### config.mk
export PLATFORM = sky130hd
export DESIGN_NAME = mem_bus_arbiter
export DESIGN_NICKNAME = d
export VERILOG_FILES = /design/src/rtl/mem_bus_arbiter_pkg.sv /design/src/rtl/mem_arb_prio.sv /design/src/rtl/mem_bus_arbiter.sv
export SDC_FILE = /design/constraint.sdc
export NUM_CORES = 1
export LEC_CHECK = 0
export ABC_AREA = 1
export CORE_MARGIN = 3
export CORE_UTILIZATION = 45
export CTS_CLUSTER_SIZE = 20
export DETAILED_ROUTE_END_ITERATION = 7
export PLACE_DENSITY = 0.88
export RECOVER_POWER = 100
export SLEW_MARGIN = 20
export SYNTH_ARGS = -nofsm -noshare
export SYNTH_HDL_FRONTEND = slang
export SYNTH_SLANG_ARGS = --single-unit
### constraint.sdc
create_clock -name i_clk -period 3.4 [get_ports i_clk]
set_input_delay 0.68 -clock i_clk [delete_from_list [all_inputs] [get_ports i_clk]]
set_output_delay 0.68 -clock i_clk [all_outputs]
set_load 0.01 [all_outputs]
### src/rtl/mem_bus_arbiter_pkg.sv
// Shared types and constants for the instruction/data memory port arbiter.
package mem_bus_arbiter_pkg;

    // Transaction sequencer states
    typedef enum logic [1:0] {
        ST_IDLE = 2'd0,
        ST_ADDR = 2'd1,
        ST_DATA = 2'd2,
        ST_RESP = 2'd3
    } arb_state_t;

    // Grant identifiers
    localparam logic GNT_INST = 1'b0;
    localparam logic GNT_DATA = 1'b1;

    // Byte enables driven on fetches and loads
    localparam logic [3:0] SEL_NONE = 4'b0000;

endpackage

### src/rtl/mem_arb_prio.sv
// Priority select between fetch and data requesters, with a run counter that
// forces a fetch grant once data has won MAX_DATA_RUN times in a row while
// fetch was waiting.
module mem_arb_prio
    import mem_bus_arbiter_pkg::*;
#(
    parameter int MAX_DATA_RUN = 4
) (
    input  logic i_clk,
    input  logic i_rst,
    input  logic i_inst_req,
    input  logic i_data_req,
    input  logic i_gnt_valid,
    output logic o_gnt_id
);

    localparam int CNT_W = $clog2(MAX_DATA_RUN + 1);
    localparam logic [CNT_W-1:0] RUN_MAX = CNT_W'(MAX_DATA_RUN);

    logic [CNT_W-1:0] r_run_cnt;
    logic             w_starved;

    // Data wins by default; fetch wins when it has waited out a full data run.
    always_comb begin
        w_starved = (r_run_cnt == RUN_MAX);
        o_gnt_id  = GNT_INST;
        if (i_data_req && !(i_inst_req && w_starved)) begin
            o_gnt_id = GNT_DATA;
        end
    end

    // Count data grants made while fetch is waiting; any other grant clears the run.
    always_ff @(posedge i_clk) begin
        if (i_rst) begin
            r_run_cnt <= '0;
        end else if (i_gnt_valid) begin
            if ((o_gnt_id == GNT_DATA) && i_inst_req) begin
                if (!w_starved) begin
                    r_run_cnt <= r_run_cnt + 1'b1;
                end
            end else begin
                r_run_cnt <= '0;
            end
        end
    end

endmodule

### src/rtl/mem_bus_arbiter.sv
// Shares one SRAM-like memory port between the fetch and load/store requesters.
// One transaction in flight at a time; completion is signalled by a one-cycle
// ok pulse on the winning side.
//
// state   | meaning
// IDLE    | no transaction; pick a winner when any request is high
// ADDR    | mem_req asserted with a stable payload, waiting for mem_addr_ok
// DATA    | command accepted, waiting for mem_data_ok
// RESP    | winner's ok pulses for one cycle, then back to IDLE
module mem_bus_arbiter
    import mem_bus_arbiter_pkg::*;
#(
    parameter int ADDR_W       = 32,
    parameter int DATA_W       = 32,
    parameter int MAX_DATA_RUN = 4
) (
    input  logic              i_clk,
    input  logic              i_rst,
    input  logic              i_inst_req,
    input  logic [ADDR_W-1:0] i_inst_addr,
    output logic [DATA_W-1:0] o_inst_rdata,
    output logic              o_inst_ok,
    input  logic              i_data_req,
    input  logic              i_data_wr,
    input  logic [3:0]        i_data_sel,
    input  logic [ADDR_W-1:0] i_data_addr,
    input  logic [DATA_W-1:0] i_data_wdata,
    output logic [DATA_W-1:0] o_data_rdata,
    output logic              o_data_ok,
    output logic              o_mem_req,
    output logic              o_mem_wr,
    output logic [3:0]        o_mem_sel,
    output logic [ADDR_W-1:0] o_mem_addr,
    output logic [DATA_W-1:0] o_mem_wdata,
    input  logic              i_mem_addr_ok,
    input  logic              i_mem_data_ok,
    input  logic [DATA_W-1:0] i_mem_rdata,
    output logic              o_stall
);

    arb_state_t        r_state,      w_state_nxt;
    logic              r_gnt,        w_gnt_nxt;
    logic              r_mem_req,    w_mem_req_nxt;
    logic              r_mem_wr,     w_mem_wr_nxt;
    logic [3:0]        r_mem_sel,    w_mem_sel_nxt;
    logic [ADDR_W-1:0] r_mem_addr,   w_mem_addr_nxt;
    logic [DATA_W-1:0] r_mem_wdata,  w_mem_wdata_nxt;
    logic [DATA_W-1:0] r_inst_rdata, w_inst_rdata_nxt;
    logic [DATA_W-1:0] r_data_rdata, w_data_rdata_nxt;
    logic              r_inst_ok,    w_inst_ok_nxt;
    logic              r_data_ok,    w_data_ok_nxt;

    logic              w_gnt_valid;
    logic              w_gnt_id;
    logic              w_complete;

    assign w_gnt_valid = (r_state == ST_IDLE) && (i_inst_req || i_data_req);

    mem_arb_prio #(
        .MAX_DATA_RUN (MAX_DATA_RUN)
    ) u_prio (
        .i_clk       (i_clk),
        .i_rst       (i_rst),
        .i_inst_req  (i_inst_req),
        .i_data_req  (i_data_req),
        .i_gnt_valid (w_gnt_valid),
        .o_gnt_id    (w_gnt_id)
    );

    // Next-state and next-register values for the transaction sequencer.
    always_comb begin
        w_state_nxt      = r_state;
        w_gnt_nxt        = r_gnt;
        w_mem_req_nxt    = r_mem_req;
        w_mem_wr_nxt     = r_mem_wr;
        w_mem_sel_nxt    = r_mem_sel;
        w_mem_addr_nxt   = r_mem_addr;
        w_mem_wdata_nxt  = r_mem_wdata;
        w_inst_rdata_nxt = r_inst_rdata;
        w_data_rdata_nxt = r_data_rdata;
        w_inst_ok_nxt    = 1'b0;
        w_data_ok_nxt    = 1'b0;
        w_complete       = 1'b0;

        case (r_state)
            ST_IDLE: begin
                if (w_gnt_valid) begin
                    w_gnt_nxt     = w_gnt_id;
                    w_mem_req_nxt = 1'b1;
                    w_state_nxt   = ST_ADDR;
                    if (w_gnt_id == GNT_DATA) begin
                        w_mem_wr_nxt    = i_data_wr;
                        w_mem_sel_nxt   = i_data_wr ? i_data_sel : SEL_NONE;
                        w_mem_addr_nxt  = i_data_addr;
                        w_mem_wdata_nxt = i_data_wr ? i_data_wdata : '0;
                    end else begin
                        w_mem_wr_nxt    = 1'b0;
                        w_mem_sel_nxt   = SEL_NONE;
                        w_mem_addr_nxt  = i_inst_addr;
                        w_mem_wdata_nxt = '0;
                    end
                end
            end
            ST_ADDR: begin
                if (i_mem_addr_ok) begin
                    w_mem_req_nxt = 1'b0;
                    if (i_mem_data_ok) begin
                        w_complete  = 1'b1;
                        w_state_nxt = ST_RESP;
                    end else begin
                        w_state_nxt = ST_DATA;
                    end
                end
            end
            ST_DATA: begin
                if (i_mem_data_ok) begin
                    w_complete  = 1'b1;
                    w_state_nxt = ST_RESP;
                end
            end
            ST_RESP: begin
                w_state_nxt = ST_IDLE;
            end
            default: begin
                w_state_nxt = ST_IDLE;
            end
        endcase

        // A store completion carries no read data, so data_rdata keeps its old word.
        if (w_complete) begin
            if (r_gnt == GNT_INST) begin
                w_inst_rdata_nxt = i_mem_rdata;
                w_inst_ok_nxt    = 1'b1;
            end else begin
                if (!r_mem_wr) begin
                    w_data_rdata_nxt = i_mem_rdata;
                end
                w_data_ok_nxt = 1'b1;
            end
        end
    end

    // State and payload registers; reset abandons any transaction in flight.
    always_ff @(posedge i_clk) begin
        if (i_rst) begin
            r_state      <= ST_IDLE;
            r_gnt        <= GNT_INST;
            r_mem_req    <= 1'b0;
            r_mem_wr     <= 1'b0;
            r_mem_sel    <= SEL_NONE;
            r_mem_addr   <= '0;
            r_mem_wdata  <= '0;
            r_inst_rdata <= '0;
            r_data_rdata <= '0;
            r_inst_ok    <= 1'b0;
            r_data_ok    <= 1'b0;
        end else begin
            r_state      <= w_state_nxt;
            r_gnt        <= w_gnt_nxt;
            r_mem_req    <= w_mem_req_nxt;
            r_mem_wr     <= w_mem_wr_nxt;
            r_mem_sel    <= w_mem_sel_nxt;
            r_mem_addr   <= w_mem_addr_nxt;
            r_mem_wdata  <= w_mem_wdata_nxt;
            r_inst_rdata <= w_inst_rdata_nxt;
            r_data_rdata <= w_data_rdata_nxt;
            r_inst_ok    <= w_inst_ok_nxt;
            r_data_ok    <= w_data_ok_nxt;
        end
    end

    assign o_mem_req    = r_mem_req;
    assign o_mem_wr     = r_mem_wr;
    assign o_mem_sel    = r_mem_sel;
    assign o_mem_addr   = r_mem_addr;
    assign o_mem_wdata  = r_mem_wdata;
    assign o_inst_rdata = r_inst_rdata;
    assign o_data_rdata = r_data_rdata;
    assign o_inst_ok    = r_inst_ok;
    assign o_data_ok    = r_data_ok;

    // A side stops stalling the pipeline in the cycle its ok pulses.
    assign o_stall = (i_inst_req & ~r_inst_ok) | (i_data_req & ~r_data_ok);

endmodule

Word-level counts from Yosys, hierarchy flattened:

Cells that the tools add are included.

* $add $sub $neg: 1
* multipliers: 0
* divide/modulo/power cells: 0
* $lt $le $gt $ge: 0
* equal/unequal tests: 8
* shifts and indexed selects: 0
* muxes and demuxes: 22
* bitwise logic cells: 8
* reductions and logical operators: 15

Operators with widths (count)
* 32-bit two-way mux: 3
* 1-bit two-way mux: 9
* 3-bit AND reduction: 3
* 4-bit two-way mux: 2
* 2-bit case mux with 4 select lines: 1
* 2-bit two-way mux: 3
* 3-bit two-way mux: 2
* 2-bit inequality test (second input constant): 3
* 2-bit AND reduction: 3
* 1-bit NOT: 5
* 2-bit == test (second input constant): 2
* 1-bit logical AND: 4
* 1-bit case mux with 2 select lines: 2
* 3-bit by 1-bit adder with 3-bit output (second input constant): 1
* 3-bit == test (second input constant): 1
* 1-bit bitwise AND: 2
* 2-bit by 1-bit == test with 1-bit output (second input constant): 1
* 2-bit zero test: 1
* 2-bit by 1-bit inequality test with 1-bit output (second input constant): 1
* 2-bit nonzero test: 1
* 2-bit OR reduction: 1
* 1-bit zero test: 1
* 1-bit logical OR: 1
* 1-bit OR: 1

* flip-flop bits (word level): 142
* latch bits: 0
* bits in writable memories: 0
* ROM bits: 0
* bits of input ports: 139
* output and inout bits: 137
* logic and storage cells: 66
* memories: 0

Longest topological paths before layout:

* depth after elaboration: 8
* mapped depth: 9

By module:

From an unflattened synthesis, not the netlist that was laid out.

* cells, all modules: 781
* area, all modules: 5906.9 um^2

Modules (own cells, without submodules)
* mem_bus_arbiter: instances 1, cells each 758, area each 5740.5 um^2, seq. area each 2782.7 um^2
* mem_arb_prio: instances 1, cells each 23, area each 166.4 um^2, seq. area each 60.1 um^2

Worst setup path before layout:

No wires, ideal clock.

* path kind: input port to output port
* start point: input port i_data_req
* end point: output port o_stall
* data arrival time: 1.427 ns
* required time: 2.720 ns
* setup slack: 1.293 ns
* stages: 4
* path buffers: 2
* cells stage by stage: buf_2 -> clkbuf_1 -> inv_1 -> o22ai_1

* cells in the longest elaborated chain, start to end: 2

Ends and longest elaborated chain
* start, declared: RTL line mem_bus_arbiter.sv:23 `input logic i_data_req,`
* 1-bit bitwise AND: RTL line mem_bus_arbiter.sv:183 `assign o_stall = (i_inst_req & ~r_inst_ok) | (i_data_req & ~r_data_ok);`
* 1-bit OR: RTL line mem_bus_arbiter.sv:183
* end, declared: RTL line mem_bus_arbiter.sv:38 `output logic o_stall`

Every way passes these cells.

Worst setup path after layout:

* start point: input port i_data_req
* end point: register u_prio.r_run_cnt[1]

* cells in the longest elaborated chain, start to end: 5
* elaborated cells between the ends (all ways): 8
* those cells by class: eq/ne: 1; mux: 2; reduce/logical: 5

Ends and longest elaborated chain
* 1-bit logical AND: RTL line mem_arb_prio.sv:27 `if (i_data_req && !(i_inst_req && w_starved)) begin`
* 1-bit two-way mux: RTL line mem_arb_prio.sv:27
* 1-bit logical AND: RTL line mem_arb_prio.sv:37 `if ((o_gnt_id == GNT_DATA) && i_inst_req) begin`
* 2-bit inequality test (no line)
* 2-bit AND reduction (no line)
* end signal, assigned: RTL line mem_arb_prio.sv:39 `r_run_cnt <= r_run_cnt + 1'b1;`
* end, declared: RTL line mem_arb_prio.sv:20 `logic [CNT_W-1:0] r_run_cnt;`

Several ways; a longest one is shown, not always the timed one.
A chain may end at the register's enable or synchronous reset.

==> impl_metrics.ini <==
[cts]
clockRootBuffer = clkbuf_16
post-cts-setup-buffer-count = 0
cts_buffers = 17
clock_sinks = 142
post_cts_resized = 0
cts_tree = done
clkTransAtPathRegs_ps = 50
clkLatencyLatePin_ps = 420
cts.hold.buffers_added = 0
htree_levels = 4
cts_buffer_depth = 2

[critical_path]
max_stage_delay_ps = 1280
critPathMaxFanout = 68
end_kind = register
worstSetupStartpoint = i_data_req
slowest_stage = clkbuf_1
crit_required_ps = 3710
critical_path.top_delay_family = buffers and inverters
cp_cell_sequence = clkdlybuf4s50_1, clkbuf_1, o21ai_4, inv_2, buf_12, o21ai_0, nand2_1, nor2_1
ff2ff_path_depth = 7
path_buf_inv = 4
path_class = in -> reg
regToRegStartpoint = r_state[1]
critical_path.startpoint_type = input port
cp.arrival_ps = 3340
cp.depth = 8

[global_routing]
overflow = 0
grt_pass1_wl_um = 30800
grt_start_max_net_pins = 69
gr-usage-all-layers_pct = 25.7
antenna_found_initial = 0
first_global_vias = 6375

[placed_design]
gp_congestion = 0.848
place_inst = 1279
hpwl_um = 13300
portBuffers = 275

[sta]
fmax_mhz = 330
rsz0062_at_grt = no
hold_viol = 0
worst_pin_slew_ps = 1750
max_slew_margin_pct = -16.8
tns_ps = 0
fin_crit_sh_pct = 89.3
slew_violations = 36
finalSetupViolations = 0
period_minus_slack_ps = 3030
worst_clock_skew_ps = 10.6

[power]
p_per_area_nw_per_um2 = 623
leakage_nw = 4.14
ir_drop_mv = 0.380

[drt]
route.detailed.drc = 0
ant_nets = 0
dr.pass1.iters = 5
dr_wl_met3_um = 1940
viasPerCell = 5.21
drt_iter0_drc = 427
wl_per_cell_um = 15.3
via_count = 6821
finalWirelength_um = 20100
highest_layer = met4
wirelength_met1_um = 7760
wl_met2_um = 9370

[finish]
num-nets-final = 1266
areaGrowthSynthToFinish_pct = 53.2
drive_above_1_share_pct = 4.14
fin_cells = 1310
num_antenna_cells = 0
nFillCells = 1096

[floorplan]
die_height_um = 123
die_x_um = 123
design.die.area_um2 = 15200
io_pins = 276
rows = 42
coreArea_um2 = 13300
start_util_pct = 46.3

[synthesis]
synth-seq-cells = 142
yosys_warnings = 0
seq_area_frac_synth_pct = 46.0
syn_area_um2 = 6180
synth_cell_types = 21
syn_inst = 888
syn_area_per_cell_um2 = 6.95
synth_nets = 1032

[min_path]
min_path_cells = 2
hold_class = reg -> reg
hold_path.startpoint = o_mem_wdata[9]

[run_status]
violations = max-capacitance violations, max-slew violations
status = complete, but fails checks

[flow_run]
cap_violations = 1
## synthesized netlist by cell type (all sizes together)
| library cell | count | area share [%] |
|---|---|---|
| nor2 | 108 | 6.6 |
| xor2 | 1 | 0.14 |
| clkbuf | 38 | 2.3 |
| a21oi | 106 | 8.6 |
| o22ai | 1 | 0.10 |
| nand3 | 76 | 6.2 |
| nand2 | 257 | 16 |
| dfxtp | 142 | 46 |
| ha | 5 | 1.0 |
| buf | 37 | 3.4 |
| nand4 | 64 | 6.5 |
| o21ai | 3 | 0.43 |
| inv | 50 | 3.0 |
## worst paths after layout
check	to	slack, ps
hold / removal	o_mem_wdata[9]	460
hold reg to reg	o_mem_wdata[9]	460
setup / recovery	u_prio.r_run_cnt[1]	370
setup reg to reg	o_data_rdata[15]	890
## worst reg2reg max path, cell delays in order (launching register included)
cell and delay, ps:
dfxtp_1 330, inv_1 90, ha_1 200, nand2_1 60, nand2_1 580, clkbuf_2 760, nand4_1 210, a21oi_1 200
## layout by cell type (no fill, tap or decap)
| cell | n |
|---|---|
| a21oi_1 | 106 |
| buf_12 | 2 |
| buf_4 | 10 |
| bufinv_16 | 1 |
| clkbuf_1 | 7 |
| clkbuf_16 | 17 |
| clkbuf_2 | 3 |
| clkbuf_8 | 2 |
| clkdlybuf4s50_1 | 136 |
| clkinv_2 | 3 |
| clkinv_4 | 1 |
| clkinvlp_4 | 1 |
| dfxtp_1 | 142 |
| dlygate4sd3_1 | 138 |
| ha_1 | 5 |
| inv_1 | 47 |
| inv_2 | 3 |
| nand2_1 | 256 |
| nand2_2 | 1 |
| nand3_1 | 75 |
| nand3_2 | 1 |
| nand4_1 | 64 |
| nor2_1 | 107 |
| nor2_2 | 1 |
| o21ai_0 | 2 |
| o21ai_4 | 1 |
| o22ai_1 | 1 |
| xor2_1 | 1 |
## through the flow
| step | setup WS [ps] | utilization (%) | power (mW) | cell area, um^2 | hold WS (ps) |
|---|---|---|---|---|---|
| after floorplan | 1290 | - | 3.45 | 6180 | 461 |
| after global placement | 602 | 66.9 | 4.25 | 8940 | 448 |
| after detailed placement | 553 | 66.9 | 4.30 | 8940 | 452 |
| after CTS | 538 | 71.0 | 6.02 | 9470 | 461 |
| after global routing | 248 | 70.9 | 6.24 | 9460 | 473 |
| final | 365 | 70.9 | 5.89 | 9460 | 456 |
## area by class of cell
type | count | area, um^2 | share of cell area [%]
timing repair buffer | 290 | 2880 | 30.4
clock inverter | 6 | 61.3 | 0.648
clock buffer | 25 | 475 | 5.03
multi-input combinational | 621 | 2800 | 29.6
sequential | 142 | 2840 | 30.1
inverter | 50 | 188 | 1.98
tap | 176 | 220 | 2.33
## power by group
part           switching, mW  total (mW)  internal (mW)
clock                  0.678        1.71           1.04
combinational           1.32        2.14          0.816
sequential             0.119        2.04           1.92
## sequential cells by signal (all words and copies together) (netlist names), 2 cells and up
register	flops
o_mem_sel	4
o_data_rdata	32
u_prio.r_run_cnt	3
o_inst_rdata	32
o_mem_wdata	32
r_state	2
o_mem_addr	32
## layer usage
layer	up-vias	global-route usage, %
met5	-	0
met4	0	14.7
met3	68	10.3
met2	306	41.5
met1	3086	28.8
li1	3361	-
## cell families after synthesis
family,count (synthesis),share of synthesized area [%]
XOR/XNOR,1,0.142
AND/OR/NAND/NOR,505,35.0
adder cells (fa/ha/maj),5,1.01
flip-flops,142,46.0
AO/OA/AOI/OAI,110,9.12
buffers and inverters,125,8.71
Note: power is estimated with default switching activity, not from simulation.
